`src/rtl/channel_scheduler.sv`:
```
// Purpose : time-multiplexed note scheduler; one beat visits every channel in
//           ascending order, counts down sounding notes and fetches new ones.
// Latency : request pulses one cycle after the SCAN decision; a visit with no
//           fetch costs 2 cycles (SCAN, NEXT), a fetch adds the response waits.
// Backpr. : beats arriving while a scan is in progress are dropped and
//           flagged on o_overrun; the wait states hold indefinitely.
//
// Ports:
//   i_clk, i_rst        clock, synchronous active-high reset
//   i_note_stb          beat strobe (accepted only in IDLE)
//   i_chan_enable       per-channel enable mask
//   o_pattern_req/o_chan  one-cycle pattern fetch request and its channel
//   i_pattern_valid/i_pattern_len  pattern response (len 0 = rest)
//   o_pitch_req         one-cycle pitch lookup request (channel on o_chan)
//   i_pitch_valid       pitch lookup response
//   o_active            per-channel note-sounding flags
//   o_busy              high while a scan is in progress
//   o_frame_done        one-cycle pulse when the last channel is finished
//   o_overrun           one-cycle pulse when a beat is dropped
module channel_scheduler #(
  parameter int NUM_CHANNELS = 4,
  parameter int DUR_WIDTH    = 5,
  localparam int CHAN_WIDTH  = $clog2(NUM_CHANNELS)
) (
  input  logic                    i_clk,
  input  logic                    i_rst,
  input  logic                    i_note_stb,
  input  logic [NUM_CHANNELS-1:0] i_chan_enable,
  output logic                    o_pattern_req,
  output logic [CHAN_WIDTH-1:0]   o_chan,
  input  logic                    i_pattern_valid,
  input  logic [DUR_WIDTH-1:0]    i_pattern_len,
  output logic                    o_pitch_req,
  input  logic                    i_pitch_valid,
  output logic [NUM_CHANNELS-1:0] o_active,
  output logic                    o_busy,
  output logic                    o_frame_done,
  output logic                    o_overrun
);

  typedef enum logic [2:0] {
    ST_IDLE,
    ST_SCAN,
    ST_PAT_WAIT,
    ST_PIT_WAIT,
    ST_NEXT
  } state_t;

  state_t                  state_q, state_d;
  logic [CHAN_WIDTH-1:0]   chan_q, chan_d;
  // Beats still to sound after the current one; zero means refetch on the
  // channel's next visit.
  logic [DUR_WIDTH-1:0]    remaining_q [NUM_CHANNELS];
  logic [DUR_WIDTH-1:0]    remaining_d [NUM_CHANNELS];
  logic [NUM_CHANNELS-1:0] active_q, active_d;
  logic                    pattern_req_q, pattern_req_d;
  logic                    pitch_req_q, pitch_req_d;
  logic                    busy_q, busy_d;
  logic                    frame_done_q, frame_done_d;
  logic                    overrun_q, overrun_d;

  logic                    last_chan;
  logic                    chan_enabled;

  assign last_chan    = (chan_q == CHAN_WIDTH'(NUM_CHANNELS - 1));
  assign chan_enabled = i_chan_enable[chan_q];

  always_comb begin
    state_d       = state_q;
    chan_d        = chan_q;
    remaining_d   = remaining_q;
    active_d      = active_q;
    pattern_req_d = 1'b0;
    pitch_req_d   = 1'b0;
    frame_done_d  = 1'b0;
    // Any strobe outside IDLE is a dropped beat; the scan itself ignores it.
    overrun_d     = i_note_stb && (state_q != ST_IDLE);

    case (state_q)
      ST_IDLE: begin
        if (i_note_stb) begin
          state_d = ST_SCAN;
          chan_d  = '0;
        end
      end

      ST_SCAN: begin
        if (!chan_enabled) begin
          // Clearing the count forces a fresh fetch once re-enabled.
          remaining_d[chan_q] = '0;
          active_d[chan_q]    = 1'b0;
          state_d             = ST_NEXT;
        end else if (remaining_q[chan_q] != '0) begin
          remaining_d[chan_q] = remaining_q[chan_q] - DUR_WIDTH'(1);
          state_d             = ST_NEXT;
        end else begin
          pattern_req_d = 1'b1;
          state_d       = ST_PAT_WAIT;
        end
      end

      ST_PAT_WAIT: begin
        if (i_pattern_valid) begin
          if (i_pattern_len != '0) begin
            // The fetch beat itself is the first sounding beat.
            remaining_d[chan_q] = i_pattern_len - DUR_WIDTH'(1);
            active_d[chan_q]    = 1'b1;
            pitch_req_d         = 1'b1;
            state_d             = ST_PIT_WAIT;
          end else begin
            remaining_d[chan_q] = '0;
            active_d[chan_q]    = 1'b0;
            state_d             = ST_NEXT;
          end
        end
      end

      ST_PIT_WAIT: begin
        if (i_pitch_valid) begin
          state_d = ST_NEXT;
        end
      end

      ST_NEXT: begin
        if (last_chan) begin
          frame_done_d = 1'b1;
          chan_d       = '0;
          state_d      = ST_IDLE;
        end else begin
          chan_d  = chan_q + CHAN_WIDTH'(1);
          state_d = ST_SCAN;
        end
      end

      default: begin
        state_d = ST_IDLE;
        chan_d  = '0;
      end
    endcase

    // Registered copy of "not idle" so o_busy tracks the state register.
    busy_d = (state_d != ST_IDLE);
  end

  always_ff @(posedge i_clk) begin
    if (i_rst) begin
      state_q       <= ST_IDLE;
      chan_q        <= '0;
      for (int i = 0; i < NUM_CHANNELS; i++) begin
        remaining_q[i] <= '0;
      end
      active_q      <= '0;
      pattern_req_q <= 1'b0;
      pitch_req_q   <= 1'b0;
      busy_q        <= 1'b0;
      frame_done_q  <= 1'b0;
      overrun_q     <= 1'b0;
    end else begin
      state_q       <= state_d;
      chan_q        <= chan_d;
      remaining_q   <= remaining_d;
      active_q      <= active_d;
      pattern_req_q <= pattern_req_d;
      pitch_req_q   <= pitch_req_d;
      busy_q        <= busy_d;
      frame_done_q  <= frame_done_d;
      overrun_q     <= overrun_d;
    end
  end

  assign o_pattern_req = pattern_req_q;
  assign o_chan        = chan_q;
  assign o_pitch_req   = pitch_req_q;
  assign o_active      = active_q;
  assign o_busy        = busy_q;
  assign o_frame_done  = frame_done_q;
  assign o_overrun     = overrun_q;

  // Request strobes come from different states and can never coincide.
  a_req_exclusive: assert property (@(posedge i_clk) disable iff (i_rst)
    !(pattern_req_q && pitch_req_q));

  a_busy_tracks_state: assert property (@(posedge i_clk) disable iff (i_rst)
    busy_q == (state_q != ST_IDLE));

endmodule
```
`config.mk`:
```
export PLATFORM = sky130hd
export DESIGN_NAME = channel_scheduler
export DESIGN_NICKNAME = d
export VERILOG_FILES = /design/src/rtl/channel_scheduler.sv
export SDC_FILE = /design/constraint.sdc
export NUM_CORES = 1
export LEC_CHECK = 0
export ABC_AREA = 1
export ABC_CLOCK_PERIOD_IN_PS = 2100
export BUFFER_PORTS_ARGS = -buffer_cell sky130_fd_sc_hd__buf_4
export CORE_MARGIN = 2
export CORE_UTILIZATION = 54
export CTS_CLUSTER_DIAMETER = 30
export DETAILED_ROUTE_END_ITERATION = 16
export MAX_ROUTING_LAYER = met4
export PLACE_DENSITY_LB_ADDON = 0.15
export SYNTH_ARGS = -nofsm -noshare
export SYNTH_HDL_FRONTEND = slang
export SYNTH_SLANG_ARGS = --single-unit
```
`constraint.sdc`:
```
create_clock -name i_clk -period 2.1 [get_ports i_clk]
set_input_delay 0.105 -clock i_clk [delete_from_list [all_inputs] [get_ports i_clk]]
set_output_delay 0.105 -clock i_clk [all_outputs]
set_load 0.02 [all_outputs]
```
# Yosys cells after proc, flatten, opt, wreduce, memory -nomap -nowiden
# Cells that the tools add are included.
# Widths: inputs -> output; s select.
[classes]
addsub = 3
mul = 0
div = 0
n_lt_le_gt_ge = 4
n_eq_ne = 9
n_shift = 0
muxes = 34
n_bitwise = 12
reduce_logical = 16
[ops]
columns = ["cell", "count"]
rows = [
  ["$mux 20", 4],
  ["$bwmux 20", 2],
  ["$pmux 20 s2", 1],
  ["$and 20x20->20", 1],
  ["$not 20->20", 1],
  ["$mux 3", 6],
  ["$mux 5", 3],
  ["$pmux 3 s5", 1],
  ["$mux 4", 3],
  ["$bmux 5 s2", 1],
  ["$demux 5 s2", 1],
  ["$reduce_bool 5->1", 2],
  ["$sub 5x1->5 const B", 2],
  ["$reduce_or 3->1", 3],
  ["$pmux 4 s2", 1],
  ["$eq 3x2->1 const B", 2],
  ["$mux 1", 6],
  ["$ne 2x2->1 const B", 3],
  ["$not 1->1", 6],
  ["$pmux 2 s3", 1],
  ["$reduce_and 3->1", 2],
  ["$reduce_bool 3->1", 2],
  ["$and 4x4->4", 1],
  ["$mux 2", 2],
  ["19 further kinds", 21],
]
[word_totals]
reg_bits = 34
latch_bits = 0
mem_bits_rw = 0
rom_bits = 0
out_inout_bits = 11
word_cells = 90
mem_count = 0

# Logic depth before layout (Yosys ltp)
[depth]
depth_word = 10
ltp_mapped = 15

# Worst setup path after synthesis
# OpenSTA, ideal clock, no wires.
[synth_path]
path_type = "reg2reg"
startpoint = "register chan_q[0] (netlist: o_chan[0])"
endpoint = "register remaining_q[10] in the netlist's numbering"
setup_ns = 0.115
arrival_ns = 1.997
slack_ns = -0.012
stages_incl_launch_ff = 15
period_less_slack_ns = 2.112
cell_sequence = "dfxtp_1 inv_2 buf_6 nand2_1 nand3_1 nand2_1 ha_1 nand2_1 nor2_4 nand3_1 nand2_2 nand2_4 buf_6 a21oi_1 nor2_1"
[synth_between]
elab_chain_len = 10
[synth_lines]
columns = ["item", "line", "source"]
rows = [
  ["from (decl)", "50", "logic [CHAN_WIDTH-1:0] chan_q, chan_d;"],
  ["from (signal assigned)", "160", "chan_q <= chan_d;"],
  ["parallel branches: the longest is 10 deep, another holds $sub 5x1->5", "-", ""],
  ["to (signal assigned)", "161", "remaining_q <= remaining_d;"],
  ["to (decl)", "53", "logic [DUR_WIDTH-1:0] remaining_q [NUM_CHANNELS];"],
]
# Several ways; the timed one is not identified. The select of a mux whose other input is x is not followed.
# A chain may end at the register's enable or synchronous reset.

# Worst setup path after layout
[layout_path]
startpoint = "register chan_q[0] (netlist: o_chan[0])"
endpoint = "register remaining_q[13] in the netlist's numbering"
# Same word-level chain as after synthesis.

==> impl_results.rst <==
.. list-table::
   :header-rows: 1

   * - Metric
     - Value
   * - Detail-routed via count per cell
     - 5.76
   * - Smallest setup slack after layout
     - 0.170 ns
   * - Slew headroom
     - 59.3%
   * - Global route overflow
     - 0
   * - DRC violation count after routing
     - 0
   * - Switching Share
     - 43.9%
   * - Floorplan die width
     - 72.6 µm
   * - Maximum Capacitance Violations
     - 0
   * - Path class of the lowest-slack min-delay path
     - input port to flip-flop
   * - Number of H-tree levels
     - 2
   * - Average size of a mapped cell
     - 6.03 µm²
   * - Outcome
     - finished clean
   * - Combinational share of power
     - 47.5%
   * - Area share of the largest cell type after synthesis
     - 26.8%
   * - Port buffer count
     - 24
   * - Final net count
     - 471
   * - Part of the power in the clock network
     - 21.7%
   * - Leakage
     - 0.00137 µW
   * - Worst reg2reg startpoint
     - o_chan[0]
   * - Design internal power
     - 1600 µW
   * - Reported net switching power
     - 1250 µW
   * - Final antenna-violating net count
     - 0
   * - Setup crit end
     - remaining_q[13]
   * - DRT iter0 DRCs
     - 339
   * - Area contributors post-synth
     - dfxtp_1 27%, nand2_1 14%, nor2_1 9.9%
   * - DP Cell Count
     - 494
   * - R2r endpoint
     - remaining_q[13]
   * - Core area
     - 4440 µm²
   * - Final-report max-slew violation count
     - 0
   * - Largest driver fanout on the critical path
     - 14
   * - Sequential cell fraction of total power
     - 30.8%
   * - Vertical extent of the die
     - 72.6 µm
   * - Number of ports placed on the die boundary
     - 25
   * - Warning count from the yosys run
     - 0
   * - Ratio of total power to cell area
     - 968 nW/µm²
   * - First-pass GRT wire length
     - 12600 µm
   * - Achievable frequency
     - 0.518 GHz
   * - Post-layout minimum cycle time
     - 1.93 ns
   * - Clock network latency to the later pin of the worst-skew pair
     - 0.30 ns
   * - Syn_nets
     - 442
   * - Total number of clock tree sinks
     - 34
   * - Area growth, synth to finish
     - 15.7%
   * - Cell accounting for the most synthesized area
     - dfxtp_1
   * - CTS tree
     - built
   * - Clock tree root buffer cell
     - clkbuf_8
   * - Total cell area at the placement stage
     - 2790 µm²
   * - Global Route Usage Sum
     - 31.9%
   * - Commonest cells after routing, fill and taps aside
     - 97 x nand2_1, 67 x nor2_1, 47 x nand3_1, 42 x buf_4
   * - Mapped cell area
     - 2540 µm²
   * - Final-report hold violation count
     - 0
   * - DRT Wirelength
     - 7790 µm
   * - Area enclosed by the die boundary
     - 5270 µm²
   * - Via Count
     - 2898
   * - WS Path Type
     - flip-flop to flip-flop
   * - Hpwl dp
     - 5610 µm
   * - Gate count after technology mapping
     - 421
   * - Worst path arrival time
     - 2.12 ns
   * - Final period util
     - 91.9%
   * - Setup-failing EPs final
     - 0
   * - RePlAce Congestion
     - 0.950
   * - Actual slew at the worst max-slew pin
     - 0.606 ns
   * - Maximum buffer depth of the clock tree
     - 2
   * - Startpoint types
     - flip-flop
   * - Register-to-Register Setup Slack
     - 0.17 ns
   * - Worst slack at placement
     - 0.103 ns
   * - Number of different library cells in the post-synthesis netlist
     - 29
   * - Number of iterations in the first detailed-routing pass
     - 7
   * - Total inserted antenna cells
     - 0
   * - Standard-cell rows
     - 24
   * - Total CTS buffers
     - 5
   * - Number of antenna violations at the first check in global routing
     - 0
   * - RSZ-0062 raised after global routing
     - yes
   * - Kind of end point of the critical path
     - flip-flop
   * - Post-route cell area
     - 2940 µm²
   * - Clk_skew
     - 0.00833 ns
   * - Sequential element share of the synthesized area
     - 26.8%
   * - Layout cell share with drive strength beyond 1
     - 15.3%
   * - Total of flip-flops plus latches after synthesis
     - 34
   * - Final standard cell count with taps included and fillers excluded
     - 503
   * - Max IR drop VDD
     - 0.000524 V
   * - Starting density of the core
     - 57.1%
   * - Worst path required time
     - 2.29 ns
   * - Worst hold slack after final layout
     - 0.0468 ns
   * - Pin count of the biggest net entering global routing
     - 24
   * - Number of global-route vias before repair
     - 2574
   * - Number of cells traversed by the worst register-to-register path
     - 14
   * - Leading cell type in the layout, fill and taps excluded
     - nand2_1
   * - Clock transition at path regs
     - 0.08 ns
   * - Launch point of the critical path
     - o_chan[0]
   * - Routed wire per std cell
     - 15.5 µm
   * - Power Total
     - 2840 µW
==> timing repair <==
action,4_1_cts,5_1_grt
buffers inserted,0,1
gates resized for setup,0,8
hold buffers,0,0
endpoints found under the setup margin,0,17
==> final cells by class <==
class	count	area, µm²
clock buffer	5	68.8
clock inverter	3	40.0
fill	442	1510
inverter	36	138
multi-input combinational	331	1630
sequential	34	683
tap	52	65.1
timing repair buffer	42	315
==> worst max-delay path: stages (launching register included) <==
cell     delay [ns]
dfxtp_2        0.35
buf_4          0.17
nand2_1        0.07
nand3_1        0.07
nand2_1        0.12
ha_2           0.21
nand2_1        0.09
nor2_4         0.11
nand3_1        0.09
nand2_2        0.13
nand2_8        0.12
nand2_2        0.14
nand2_1        0.07
nand2_1        0.06
nor2_1         0.04
==> worst min-delay path by stage <==
stage	startpoint	end	slack, ns	cells after the start
finish	i_rst	o_chan[1]	0.05	2
global route	i_rst	o_chan[1]	0.05	2
CTS	i_rst	o_chan[1]	0.05	2
detailed placement	i_rst	state_q[1]	0.36	2
global placement	i_rst	state_q[1]	0.36	2
floorplan	i_note_stb	o_overrun	0.23	2
==> power groups by stage <==
stage          clock (µW)  combinational (µW)  sequential (µW)
3_3_place_gp            0                1270              886
3_5_place_dp            0                1290              887
4_1_cts               620                1300              872
2_1_floorplan           0                 931              882
6_report              617                1350              877
5_1_grt               651                1520              889
==> per-stage QoR <==
| step | utilization, % | setup TNS, ns |
|---|---|---|
| final | 66.1 | 0 |
| after detailed placement | 62.8 | 0 |
| after CTS | 65.3 | 0 |
| after floorplan | - | 0 |
| after global placement | 62.8 | 0 |
| after global routing | 66.1 | -0.0243 |
==> kinds of logic (layout without fill, tap and decap cells) <==
logic type      Yosys count  after routing  synth area share [%]
compound gates           75             75                  16.5
fa+ha+maj                 7              7                  3.45
buf+inv                  56             86                  10.1
xor+xnor                  4              4                  1.38
simple gates            245            245                  41.7
flops                    34             34                  26.8
==> Yosys cell counts <==
cell type	instances
nor3_1	18
o211ai_1	3
nand3_1	47
nand3_2	1
o21ai_1	1
nand2_2	8
nand3b_1	1
nor2_1	67
nor3_2	1
clkbuf_1	4
nor4_1	1
nand2_4	1
xor2_1	2
ha_1	7
buf_2	10
nor2_4	1
inv_2	4
dfxtp_1	34
a211oi_1	1
xnor2_1	2
nand4_1	2
inv_1	32
o21ai_0	20
a21oi_1	31
buf_6	3
nand2_1	97
a31oi_1	15
buf_4	3
a311oi_1	4
==> metal layers <==
metal	track usage, %	share of wire (%)	wire length, µm
met5	-	0	0
met4	14.0	3.8	293
met3	5.00	9.0	700
met2	48.1	44	3410
met1	42.0	43	3380
No activity file was read; power rests on OpenSTA's default activity.
